File: config.mk
export PLATFORM = sky130hd
export DESIGN_NAME = hazard_scheduler
export DESIGN_NICKNAME = d
export VERILOG_FILES = /design/src/rtl/hazard_scheduler.sv
export SDC_FILE = /design/constraint.sdc
export NUM_CORES = 1
export LEC_CHECK = 0
export BUFFER_PORTS_ARGS = -buffer_cell sky130_fd_sc_hd__buf_2
export CAP_MARGIN = 15
export CORE_ASPECT_RATIO = 1.25
export CORE_MARGIN = 8
export CORE_UTILIZATION = 57
export DETAILED_ROUTE_END_ITERATION = 6
export HOLD_SLACK_MARGIN = 0.1
export PLACE_DENSITY = 0.91
export SLEW_MARGIN = 5
export SYNTH_ARGS = -nofsm -noshare
export SYNTH_HDL_FRONTEND = slang
export SYNTH_SLANG_ARGS = --single-unit
File: constraint.sdc
create_clock -name clk -period 4.5 [get_ports clk]
set_input_delay 0.225 -clock clk [delete_from_list [all_inputs] [get_ports clk]]
set_output_delay 0.225 -clock clk [all_outputs]
set_load 0.005 [all_outputs]
File: src/rtl/hazard_scheduler.sv
// hazard_scheduler
// Read-after-write interlock for a 5-stage pipeline. Three shadow slots
// (EX, MEM, WB) hold the destination register of the writer that sits in
// IR_2, IR_3 and IR_4. When the instruction in ID reads a register that is
// still pending in a counted slot, the front end is stalled and a NOP is
// injected. A taken branch or jump in EX flushes ID instead.
//
// Ports
//   clk, rst                 clock, asynchronous active-low reset
//   id_valid                 IR_1 holds a real instruction
//   id_rs, id_rt             source register fields
//   id_use_rs, id_use_rt     instruction reads rs / rt
//   id_wr_en, id_wr_reg      instruction writes the register file, and where
//   ex_taken                 taken beq or jump in EX
//   stall                    hold PC and IR_1
//   bubble                   load NOP into IR_2
//   flush                    load NOP into IR_1
//   pend_mask                one bit per register with a write in EX/MEM/WB
//   state                    FSM state (0 HOLD, 1 RUN, 2 STALL)
//   stall_cnt                saturating count of stalled cycles
//
// state | meaning
// HOLD  | first cycle after reset, pipeline front end held, NOP injected
// RUN   | normal issue
// STALL | previous cycle stalled on a hazard; behaves like RUN otherwise

module hazard_scheduler #(
   parameter bit WB_BYPASS = 1'b0
) (
   input  logic        clk,
   input  logic        rst,
   input  logic        id_valid,
   input  logic [4:0]  id_rs,
   input  logic [4:0]  id_rt,
   input  logic        id_use_rs,
   input  logic        id_use_rt,
   input  logic        id_wr_en,
   input  logic [4:0]  id_wr_reg,
   input  logic        ex_taken,
   output logic        stall,
   output logic        bubble,
   output logic        flush,
   output logic [31:0] pend_mask,
   output logic [1:0]  state,
   output logic [15:0] stall_cnt
);

   typedef enum logic [1:0] {
      ST_HOLD  = 2'd0,
      ST_RUN   = 2'd1,
      ST_STALL = 2'd2
   } state_t;

   state_t      state_q, state_d;
   logic        ex_v_q, ex_v_d, mem_v_q, mem_v_d, wb_v_q, wb_v_d;
   logic [4:0]  ex_r_q, ex_r_d, mem_r_q, mem_r_d, wb_r_q, wb_r_d;
   logic [15:0] stall_cnt_q, stall_cnt_d;
   logic        wb_counted;
   logic        hazard;

   // A source matches when it is non-zero and equals any valid counted slot.
   function automatic logic src_hit(input logic [4:0] src,
                                    input logic v0, input logic [4:0] r0,
                                    input logic v1, input logic [4:0] r1,
                                    input logic v2, input logic [4:0] r2);
      return (src != 5'd0) &&
             ((v0 && (r0 == src)) || (v1 && (r1 == src)) || (v2 && (r2 == src)));
   endfunction

   // With a write-first register file the WB writer is already visible to ID.
   assign wb_counted = wb_v_q && !WB_BYPASS;

   assign hazard = id_valid &&
      ((id_use_rs && src_hit(id_rs, ex_v_q, ex_r_q, mem_v_q, mem_r_q, wb_counted, wb_r_q)) ||
       (id_use_rt && src_hit(id_rt, ex_v_q, ex_r_q, mem_v_q, mem_r_q, wb_counted, wb_r_q)));

   always_comb begin
      state_d = state_q;
      stall   = 1'b0;
      bubble  = 1'b0;
      flush   = 1'b0;
      case (state_q)
         ST_HOLD: begin
            stall   = 1'b1;
            bubble  = 1'b1;
            state_d = ST_RUN;
         end
         default: begin
            if (ex_taken) begin
               flush   = 1'b1;
               bubble  = 1'b1;
               state_d = ST_RUN;
            end else if (hazard) begin
               stall   = 1'b1;
               bubble  = 1'b1;
               state_d = ST_STALL;
            end else begin
               state_d = ST_RUN;
            end
         end
      endcase
   end

   always_comb begin
      mem_v_d = ex_v_q;
      mem_r_d = ex_r_q;
      wb_v_d  = mem_v_q;
      wb_r_d  = mem_r_q;
      ex_v_d  = 1'b0;
      ex_r_d  = id_wr_reg;
      if (!bubble) begin
         ex_v_d = id_valid && id_wr_en && (id_wr_reg != 5'd0);
      end
      stall_cnt_d = stall_cnt_q;
      if ((state_q != ST_HOLD) && stall && (stall_cnt_q != 16'hFFFF)) begin
         stall_cnt_d = stall_cnt_q + 16'd1;
      end
   end

   always_ff @(posedge clk or negedge rst) begin
      if (!rst) begin
         state_q     <= ST_HOLD;
         ex_v_q      <= 1'b0;
         ex_r_q      <= 5'd0;
         mem_v_q     <= 1'b0;
         mem_r_q     <= 5'd0;
         wb_v_q      <= 1'b0;
         wb_r_q      <= 5'd0;
         stall_cnt_q <= 16'd0;
      end else begin
         state_q     <= state_d;
         ex_v_q      <= ex_v_d;
         ex_r_q      <= ex_r_d;
         mem_v_q     <= mem_v_d;
         mem_r_q     <= mem_r_d;
         wb_v_q      <= wb_v_d;
         wb_r_q      <= wb_r_d;
         stall_cnt_q <= stall_cnt_d;
      end
   end

   // Valid slots never hold register 0, so $0 cannot appear in the mask.
   always_comb begin
      pend_mask = 32'd0;
      if (ex_v_q)  pend_mask[ex_r_q]  = 1'b1;
      if (mem_v_q) pend_mask[mem_r_q] = 1'b1;
      if (wb_v_q)  pend_mask[wb_r_q]  = 1'b1;
   end

   assign state     = state_q;
   assign stall_cnt = stall_cnt_q;

endmodule

==> Word-level counts from Yosys, hierarchy flattened <==
Index checks and enable logic that the tools add are counted.
{ "word_totals": {"regBits": 36, "input_bits": 22, "out_inout_bits": 53, "wordCells": 72} }
{ "classes": {"n_addsub": 1, "magnitude_cmp": 6, "eq_ne": 7, "mux": 20, "bitwise_logic": 2, "n_reduce_logical": 28} }
{ "op_table": {"columns": ["cell", "count"], "rows": [
  ["32-bit 2-to-1 mux", 3],
  ["32-bit OR", 2],
  ["5-bit equality test", 6],
  ["1-bit logical AND", 18],
  ["5-bit by 6-bit < comparator with 1-bit output (second input constant)", 3],
  ["16-bit by 1-bit adder with 16-bit output (second input constant)", 1],
  ["16-bit inequality test (second input constant)", 1],
  ["1-bit demux with 5-bit select", 3],
  ["5-bit by 1-bit greater-or-equal comparator with 1-bit output (second input constant)", 3],
  ["5-bit nonzero test", 3],
  ["1-bit 2-to-1 mux", 11],
  ["2-bit 2-to-1 mux", 3],
  ["1-bit logical OR", 5],
  ["2-bit zero test", 1],
  ["2-bit nonzero test", 1]
]} }

==> Depth between registers and ports, before layout <==
Gate-level depths: netlist of run 1.
{ "depth": {"word_depth": 13, "depth_mapped": 10, "depth_no_buf": 9} }

==> Worst setup path before layout of run 1 <==
No wires, ideal clock.
{ "synth_path": {"kind": "reg2reg", "start": "register stall_cnt_q[3] (netlist: stall_cnt[3])", "end": "register stall_cnt_q[1] (netlist: stall_cnt[1])", "setup_ns": 0.128, "t_arrival_ns": 1.889, "required_time_ns": 4.372, "slack_ns": 2.484, "path_stages_with_launch": 7, "path_buffers": 1, "period_less_slack_ns": 2.016, "path_cell_list": "dfrtp_1 -> and3_1 -> nand4_1 -> or2_1 -> o221ai_2 -> buf_6 -> mux2_1"} }
{ "synth_between": {"elab_chain_len": 2} }
{ "synth_rtl": {"columns": ["item", "line_no", "source"], "rows": [
  ["start: declaration", "57", "logic [15:0] stall_cnt_q, stall_cnt_d;"],
  ["start signal: assignment", "138", "stall_cnt_q <= stall_cnt_d;"],
  ["16-bit inequality test", "115", "if ((state_q != ST_HOLD) && stall && (stall_cnt_q != 16'hFFFF)) begin"],
  ["1-bit logical AND", "115", null]
]} }
No other way between the ends.
A chain may end at the register's enable or synchronous reset.

==> Final worst setup path of run 1 <==
{ "layout_path": {"start": "register ex_r_q[4]", "end": "register stall_cnt_q[15] (netlist: stall_cnt[15])"} }
{ "layout_between": {"elab_chain_len": 13, "word_cells_on_any_way": 19, "classes_between": "2 x eq/ne; 3 x mux; 14 x reduce/logical"} }
{ "layout_rtl": {"columns": ["item", "line_no", "source"], "rows": [
  ["start: declaration", "56", "logic [4:0] ex_r_q, ex_r_d, mem_r_q, mem_r_d, wb_r_q, wb_r_d;"],
  ["start signal: assignment", "133", "ex_r_q <= ex_r_d;"],
  ["5-bit equality test", "67", "((v0 && (r0 == src)) || (v1 && (r1 == src)) || (v2 && (r2 == src)));"],
  ["1-bit logical AND", "67", null],
  ["1-bit logical OR (2 in series)", "67", null],
  ["1-bit logical AND", "66", "return (src != 5'd0) &&"],
  ["1-bit logical AND (on tied branches)", "74, 75", null],
  ["1-bit logical OR *", "74", "((id_use_rs && src_hit(id_rs, ex_v_q, ex_r_q, mem_v_q, mem_r_q, wb_counted, wb_r_q)) ||"],
  ["1-bit logical AND *", "73", "assign hazard = id_valid &&"],
  ["1-bit 2-to-1 mux *", "93", "end else if (hazard) begin"],
  ["1-bit 2-to-1 mux *", "89", "if (ex_taken) begin"],
  ["1-bit 2-to-1 mux *", "82", "case (state_q)"],
  ["1-bit logical AND * (2 in series)", "115", null]
]} }
Every way passes the cells marked *; elsewhere a longest branch is shown, timed or not.

==> metrics.md, run 1 <==
| Metric | Value |
|---|---|
| Non-Filler Instances | `430` |
| Syn nets | `329` |
| Library cells used by synthesis | `37` |
| Num rows | `27` |
| DP HPWL | `5700 um` |
| Synthesized instance count | `306` |
| Sw frac | `26.9%` |
| Number of global-route vias before repair | `2,594` |
| CTS H-tree depth | `2` |
| CTS sink cnt | `36` |
| Power per cell area | `219 nW/um2` |
| Commonest register cell after synthesis | `dfrtp_1` |
| Nets | `394` |
| WS Path Type | `reg2reg` |
| EDFF count, synth | `0` |
| Detail Route Antenna Nets | `0` |
| Top post-synthesis cells by area | `dfrtp_1 34%, xor2_1 12%, nand2_1 11%, a22oi_1 8.6%, nor3b_1 3.4%` |
| Int Power | `0.498 mW` |
| Hold Vio Cnt, Final | `0` |
| Final Instance Area | `3100 um2` |
| Slowest-stage cell, CP | `dfrtp_1` |
| ANT cells | `0` |
| Initial antenna violation count | `0` |
| Most common cell in the netlist | `nand2_1` |
| Drt first pass iters | `5` |
| Worst stage delay on the critical path | `0.50 ns` |
| Gr usage total | `21.4%` |
| Adder-Cell Fraction of Synth Area | `0.476%` |
| Syn. warnings | `0` |
| Total global routing overflow | `0` |
| Asr flop ratio synth | `100%` |
| Relative slew slack | `25.9%` |
| CTS clk-pin slew, worst paths | `0.07 ns` |
| Buf+Inv Stages, Crit Path | `0` |
| Critical path launch point type | `flop` |
| RSZ-0062 raised after global routing | `no` |
| Die X | `76.8 um` |
| Post-synthesis sequential area ratio | `34.2%` |
| Post-Synth Simple-Gate Area | `32.4%` |
| Multiplexer share of the synthesized area | `0.428%` |
| Crit end category | `flop` |
| First-pass GRT wire length | `12,600 um` |
| Placed cell area | `2950 um2` |
| CP Max Fanout | `13` |
| Via Count | `2,604` |
| CP required | `4.71 ns` |
| Share of total power in the clock network | `34.2%` |
| Worst vdd ir | `0.302 mV` |
| DR WL/cell | `17.7 um` |
| Largest net degree at the start of global routing | `37` |
| Worst hold path type | `in2reg` |
| TritonCTS Buffers | `5` |
| CTS tree | `done` |
| Post-DR vias/cell | `6.06` |
| Port-buffer cells | `74` |
| Deepest clock path buffer count | `2` |
| Main combinational cell family by area after synthesis | `simple AND/OR/NAND/NOR gates` |
| Post-Synth XOR/XNOR Area | `15.0%` |
| Leak | `1.63 nW` |
| Ports | `75` |
| Die Y | `92.0 um` |
| Share of power burned in registers | `52.4%` |
| Die ar. | `7060 um2` |
| Core region area | `4430 um2` |
| Final setup viols | `0` |
| FMAX | `401 MHz` |
| Share of cells above drive strength 1 | `25.5%` |
| Post-synth top cells | `74 x nand2_1, 36 x dfrtp_1, 36 x xor2_1` |
| Post-synth top area cell | `dfrtp_1` |
| NetSw | `0.183 mW` |
| DRC viols | `0` |
| Drt total wl | `7610 um` |
| Avg Cell Area, Syn | `8.60 um2` |
| Cell Chain, Critical Path | `xor2_1 -> nor4_1 -> nand3_1 -> a31oi_2 -> o221ai_2 -> nor4_1 -> xor2_1` |
| Minimum clock period | `2.49 ns` |
| Fraction of post-synthesis cell area in the top cell type by area | `34.2%` |
| Setup_tns | `0 ns` |
| 1st-iter DRT viols | `294` |
| Compound-Gate Fraction of Synth Area | `12.3%` |
| Status | `completed` |
| Least-Margin Pin Slew | `1.11 ns` |
| Fin crit share | `55.4%` |
| Gpl congestion | `0.949` |
| Comb power frac | `13.4%` |
| Placed Instances | `416` |
| Max Slew Vio Count | `0` |
| #FFs+latches synth | `36` |
| Max Cap Viol | `0` |
| Starting Density | `59.5%` |
| WP data arrival | `2.71 ns` |
| CTS Root Cell | `clkbuf_8` |
| CP top delay family | `simple AND/OR/NAND/NOR gates` |
| Area delta synth->final | `17.9%` |
| Clk Latency, worst-skew pair | `0.29 ns` |
| Post-Syn Area | `2630 um2` |
| Final Skew | `0.00843 ns` |
[per-layer routing]
metal  vias to the layer above  track usage, %  wire [um]  share of wire (%)
met5                         -               0          0                  0
met4                         0            9.49        157                2.1
met3                        20            6.05        689                9.1
met2                       166            36.8       3780                 50
met1                      1216            23.9       2980                 39
li1                       1202               -          -                  -
[final timing paths]
check | slack (ns) | cells past startpoint | startpoint | to
min in group asynchronous | 0.55 | 2 | rst | state[1]
setup / recovery | 2.01 | 7 | ex_r_q[4] | stall_cnt[15]
setup reg to reg | 2.01 | 7 | ex_r_q[4] | stall_cnt[15]
max in group asynchronous | 3.46 | 2 | rst | stall_cnt[5]
hold / removal | 0.19 | 2 | id_wr_en | ex_v_q
hold reg to reg | 0.50 | 0 | ex_v_q | mem_v_q
[registers in the layout, summed over array words and instances (netlist names)]
signal	count
wb_r_q	5
mem_r_q	5
stall_cnt	16
state	2
mem_v_q	1
ex_v_q	1
wb_counted	1
ex_r_q	5
[power groups by stage]
stage | logic [mW] | clock network (mW) | registers, mW
6_report | 0.0913 | 0.233 | 0.357
5_1_grt | 0.0999 | 0.249 | 0.359
4_1_cts | 0.0904 | 0.236 | 0.356
3_5_place_dp | 0.0855 | 0 | 0.362
3_3_place_gp | 0.0818 | 0 | 0.361
2_1_floorplan | 0.0649 | 0 | 0.346
[cells in the final DEF, fill, tap and decap left out, types with 2 or more instances in the layout]
| cell type | count |
|---|---|
| dlygate4sd3_1 | 6 |
| nor3b_2 | 2 |
| or4_1 | 3 |
| buf_2 | 74 |
| clkbuf_8 | 6 |
| xnor2_1 | 9 |
| inv_1 | 3 |
| a31oi_2 | 2 |
| nor2_1 | 12 |
| nor3_2 | 6 |
| nor3_1 | 4 |
| nand2b_1 | 2 |
| dfrtp_1 | 36 |
| o21ai_0 | 2 |
| nand4_1 | 4 |
| a222oi_1 | 2 |
| and3_1 | 7 |
| a22oi_1 | 30 |
| clkbuf_1 | 2 |
| nor4_1 | 7 |
| o21ai_1 | 2 |
| nor3b_1 | 12 |
| and3b_1 | 9 |
| nand3_1 | 8 |
| nand2_1 | 74 |
| xor2_1 | 36 |
[cells by family (layout without fill, tap and decap cells)]
logic type               after synthesis  in the layout
buffers and inverters                 26             92
flip-flops                            36             36
XOR/XNOR                              45             45
AO/OA/AOI/OAI                         41             41
AND/OR/NAND/NOR                      156            156
multiplexers                           1              1
adder cells (fa/ha/maj)                1              1
[metrics by stage]
| stage | hold WS (ns) | power (mW) | utilization [%] | setup slack (ns) |
|---|---|---|---|---|
| detailed placement | 0.336 | 0.448 | 66.7 | 2.05 |
| floorplan | -0.0706 | 0.411 | - | 2.48 |
| global route | 0.186 | 0.708 | 70.1 | 1.82 |
| CTS | 0.187 | 0.682 | 70.1 | 2.01 |
| global placement | 0.326 | 0.443 | 66.7 | 2.15 |
| finish | 0.191 | 0.681 | 70.1 | 2.01 |
[layout make-up]
cell class,instances,area [um2]
clock buffer,8,90.1
tap,58,72.6
inverter,4,15.0
timing repair buffer,80,430
multi-input combinational,244,1590
fill,365,1320
sequential,36,901
[worst register-to-register path, cell delays in order, from the launching register on]
cell and delay [ns]:
dfrtp_1 0.50, xor2_1 0.24, nor4_1 0.32, nand3_1 0.13
a31oi_2 0.27, o221ai_2 0.35, nor4_1 0.43, xor2_1 0.18
[repair_timing]
item | in CTS | in global routing
hold buffers | 6 | 0
endpoints found under the setup margin | 0 | 0
endpoints found under the hold margin | 41 | 0
setup buffers | 0 | 0
gates resized for setup | 0 | 0
No activity file was read; power rests on OpenSTA's default activity.
==> run 2: changes to the inputs <==
- CORE_UTILIZATION: 57 -> 48
- PLACE_DENSITY: 0.91 -> 0.83
- clock period: 4.5 -> 2 ns (I/O delays scaled with it)
==> metrics.md, run 2 (synthesis gave the netlist of run 1 again) <==
| Metric | Value |
|---|---|
| Area delta synth->final | `36.9%` |
| CP top delay family | `simple AND/OR/NAND/NOR gates` |
| Critical path launch point type | `flop` |
| Pre-CTS setup slack | `-0.106 ns (-2.16 ns)` |
| Max Slew Vio Count | `0 (unchanged)` |
| Clk Latency, worst-skew pair | `0.30 ns (about the same)` |
| CP required | `2.22 ns (-2.49 ns)` |
| Deepest clock path buffer count | `2 (unchanged)` |
| Relative slew slack | `46.3% (+20 points)` |
| Port-buffer cells | `74 (unchanged)` |
| CTS H-tree depth | `2 (unchanged)` |
| Cell Chain, Critical Path | `xor2_2 -> nor4_2 -> nand3_1 -> a31oi_4 -> buf_6 -> o221ai_4 -> buf_6 -> nor4_4 -> xor2_1` |
| WP data arrival | `2.65 ns (-0.06 ns)` |
| CTS tree | `done` |
| Starting Density | `49.0% (-10 points)` |
| Share of cells above drive strength 1 | `36.4% (+11 points)` |
| Die X | `82.2 um (+7.1%)` |
| CTS clk-pin slew, worst paths | `0.08 ns (about the same)` |
| Post-DR vias/cell | `5.80 (-4.3%)` |
| Filler cells | `419 (+15%)` |
| Core region area | `5370 um2 (+21%)` |
| Detail Route Antenna Nets | `0 (unchanged)` |
| Worst stage delay on the critical path | `0.44 ns (-0.06 ns)` |
| Worst hold endpoint | `ex_v_q` |
| Largest net degree at the start of global routing | `37 (unchanged)` |
| Flop-to-flop setup slack | `-0.42 ns (-2.43 ns)` |
| DRC viols | `0 (unchanged)` |
| Number of global-route vias before repair | `2,833 (+9.2%)` |
| Die Y | `98.8 um (+7.4%)` |
| FMAX | `413 MHz (+2.8%)` |
| Slowest-stage cell, CP | `dfrtp_2` |
| Final Skew | `0.00669 ns (-0.00175 ns)` |
| Least-Margin Pin Slew | `0.806 ns (-0.303 ns)` |
| Gr usage total | `20.8% (-0.55 points)` |
| Via Count | `2,776 (+6.6%)` |
| Hold Vio Cnt, Final | `0 (unchanged)` |
| Most frequent cells in the layout | `74 x nand2_1, 74 x buf_2, 37 x buf_4` |
| CTS Root Cell | `clkbuf_8` |
| Die ar. | `8120 um2 (+15%)` |
| Drt total wl | `8590 um (+13%)` |
| TritonCTS Buffers | `5 (unchanged)` |
| Crit end category | `flop` |
| Total global routing overflow | `0 (unchanged)` |
| Gpl congestion | `0.954 (+0.57%)` |
| Worst vdd ir | `0.560 mV (+85%)` |
| DR WL/cell | `17.9 um (+1.3%)` |
| 1st-iter DRT viols | `215 (-27%)` |
| Initial antenna violation count | `0 (unchanged)` |
| Worst hold path startpoint | `id_valid` |
| Fin crit share | `121% (+66 points)` |
| DP HPWL | `6040 um (+5.9%)` |
| Worst Setup Slack, final | `-0.423 ns (-2.43 ns)` |
| RSZ-0062 raised after global routing | `yes` |
| Reg-to-reg startpoint | `mem_r_q[1]` |
| CP Max Fanout | `5 (-8)` |
| Drt first pass iters | `6 (+1)` |
| Largest register FFs | `16 (unchanged)` |
| ANT cells | `0 (unchanged)` |
| Worst R2R End | `stall_cnt[13]` |
| Nets | `437 (+11%)` |
| Utilization after layout | `67.1% (-3.0 points)` |
| Leak | `1.96 nW (+20%)` |
| Minimum clock period | `2.42 ns (-0.0684 ns)` |
| Status | `complete, but fails checks` |
| Failing checks | `setup timing` |
| CTS sink cnt | `36 (unchanged)` |
| Hold Path Stages | `3 (+1)` |
| Ports | `75 (unchanged)` |
| Num rows | `30 (+11%)` |
| Power per cell area | `473 nW/um2 (+120%)` |
| WS Path Type | `reg2reg` |
| CP dominant cell by count | `buf_6` |
| Worst hold path type | `in2reg` |
| Setup crit start | `mem_r_q[1]` |
| Final setup viols | `20 (+20)` |
| R2R cell count | `9 (+2)` |
| Buf+Inv Stages, Crit Path | `2 (+2)` |
| Max Cap Viol | `0 (unchanged)` |
| First-pass GRT wire length | `13,500 um (+7.2%)` |
run 2: changes by cell type in the layout (fill, tap and decap cells not counted), sizes merged:
cell,change
clkinv,+1
clkbuf,-2
clkinvlp,+1
dlygate4sd3,+1
bufinv,+1
buf,+41
run 2: timing repair:
item | CTS | global route
cloned | 0 | 1
hold buffers | 7 | 0
setup buffers | 5 | 2
setup endpoints to repair | 17 | 18
pin swaps | 15 | 8
gates resized for setup | 12 | 10
endpoints found under the hold margin | 42 | 0
run 2: how the worst max path moves through the flow:
stage                    end  depth (start not counted)
2_1_floorplan  stall_cnt[13]                          9
3_3_place_gp   stall_cnt[10]                         10
3_5_place_dp   stall_cnt[14]                         10
4_1_cts                stall                          9
5_1_grt        stall_cnt[13]                          9
6_report       stall_cnt[13]                          9
run 2: stage by stage:
step           setup TNS (ns)  hold slack [ns]  std cells  total power, mW  cell area (um2)
3_3_place_gp           -0.265            0.216        456             1.03             3230
4_1_cts                 -1.86            0.111        476             1.70             3510
5_1_grt                 -7.06            0.124        479             1.76             3600
6_report                -6.26            0.111        479             1.71             3600
2_1_floorplan               0           -0.196        306            0.924             2630
3_5_place_dp           -0.918            0.224        456             1.04             3230
run 2: report_power, final:
part           internal (mW)  switching, mW  total, mW
clock network          0.369          0.285      0.654
logic                  0.118          0.151      0.269
registers              0.750         0.0322      0.783
total                   1.24          0.468       1.71
run 2: area by class of cell:
| class | instances | area, um2 | share of cell area, % |
|---|---|---|---|
| Tap cell | 64 | 80.1 | 2.22 |
| Sequential cell | 36 | 902 | 25.0 |
| Inverter | 4 | 15.0 | 0.417 |
| Multi-Input combinational cell | 244 | 1700 | 47.1 |
| Clock inverter | 3 | 42.5 | 1.18 |
| Timing Repair Buffer | 123 | 797 | 22.1 |
| Clock buffer | 5 | 68.8 | 1.91 |
run 2: worst min-delay path: cells and delay by family:
family,cells,cell delay [ns]
compound gates,2,0.17
buf+inv,1,0.10
run 2: metal layers:
| layer | wire length, um | GRT usage (%) | part of all wire (%) | vias up |
|---|---|---|---|---|
| met1 | 3110 | 23.2 | 36 | 1314 |
| met5 | 0 | 0 | 0 | - |
| met4 | 360 | 10.6 | 4.2 | 0 |
| li1 | - | - | - | 1285 |
| met3 | 639 | 4.64 | 7.4 | 36 |
| met2 | 4480 | 35.2 | 52 | 141 |
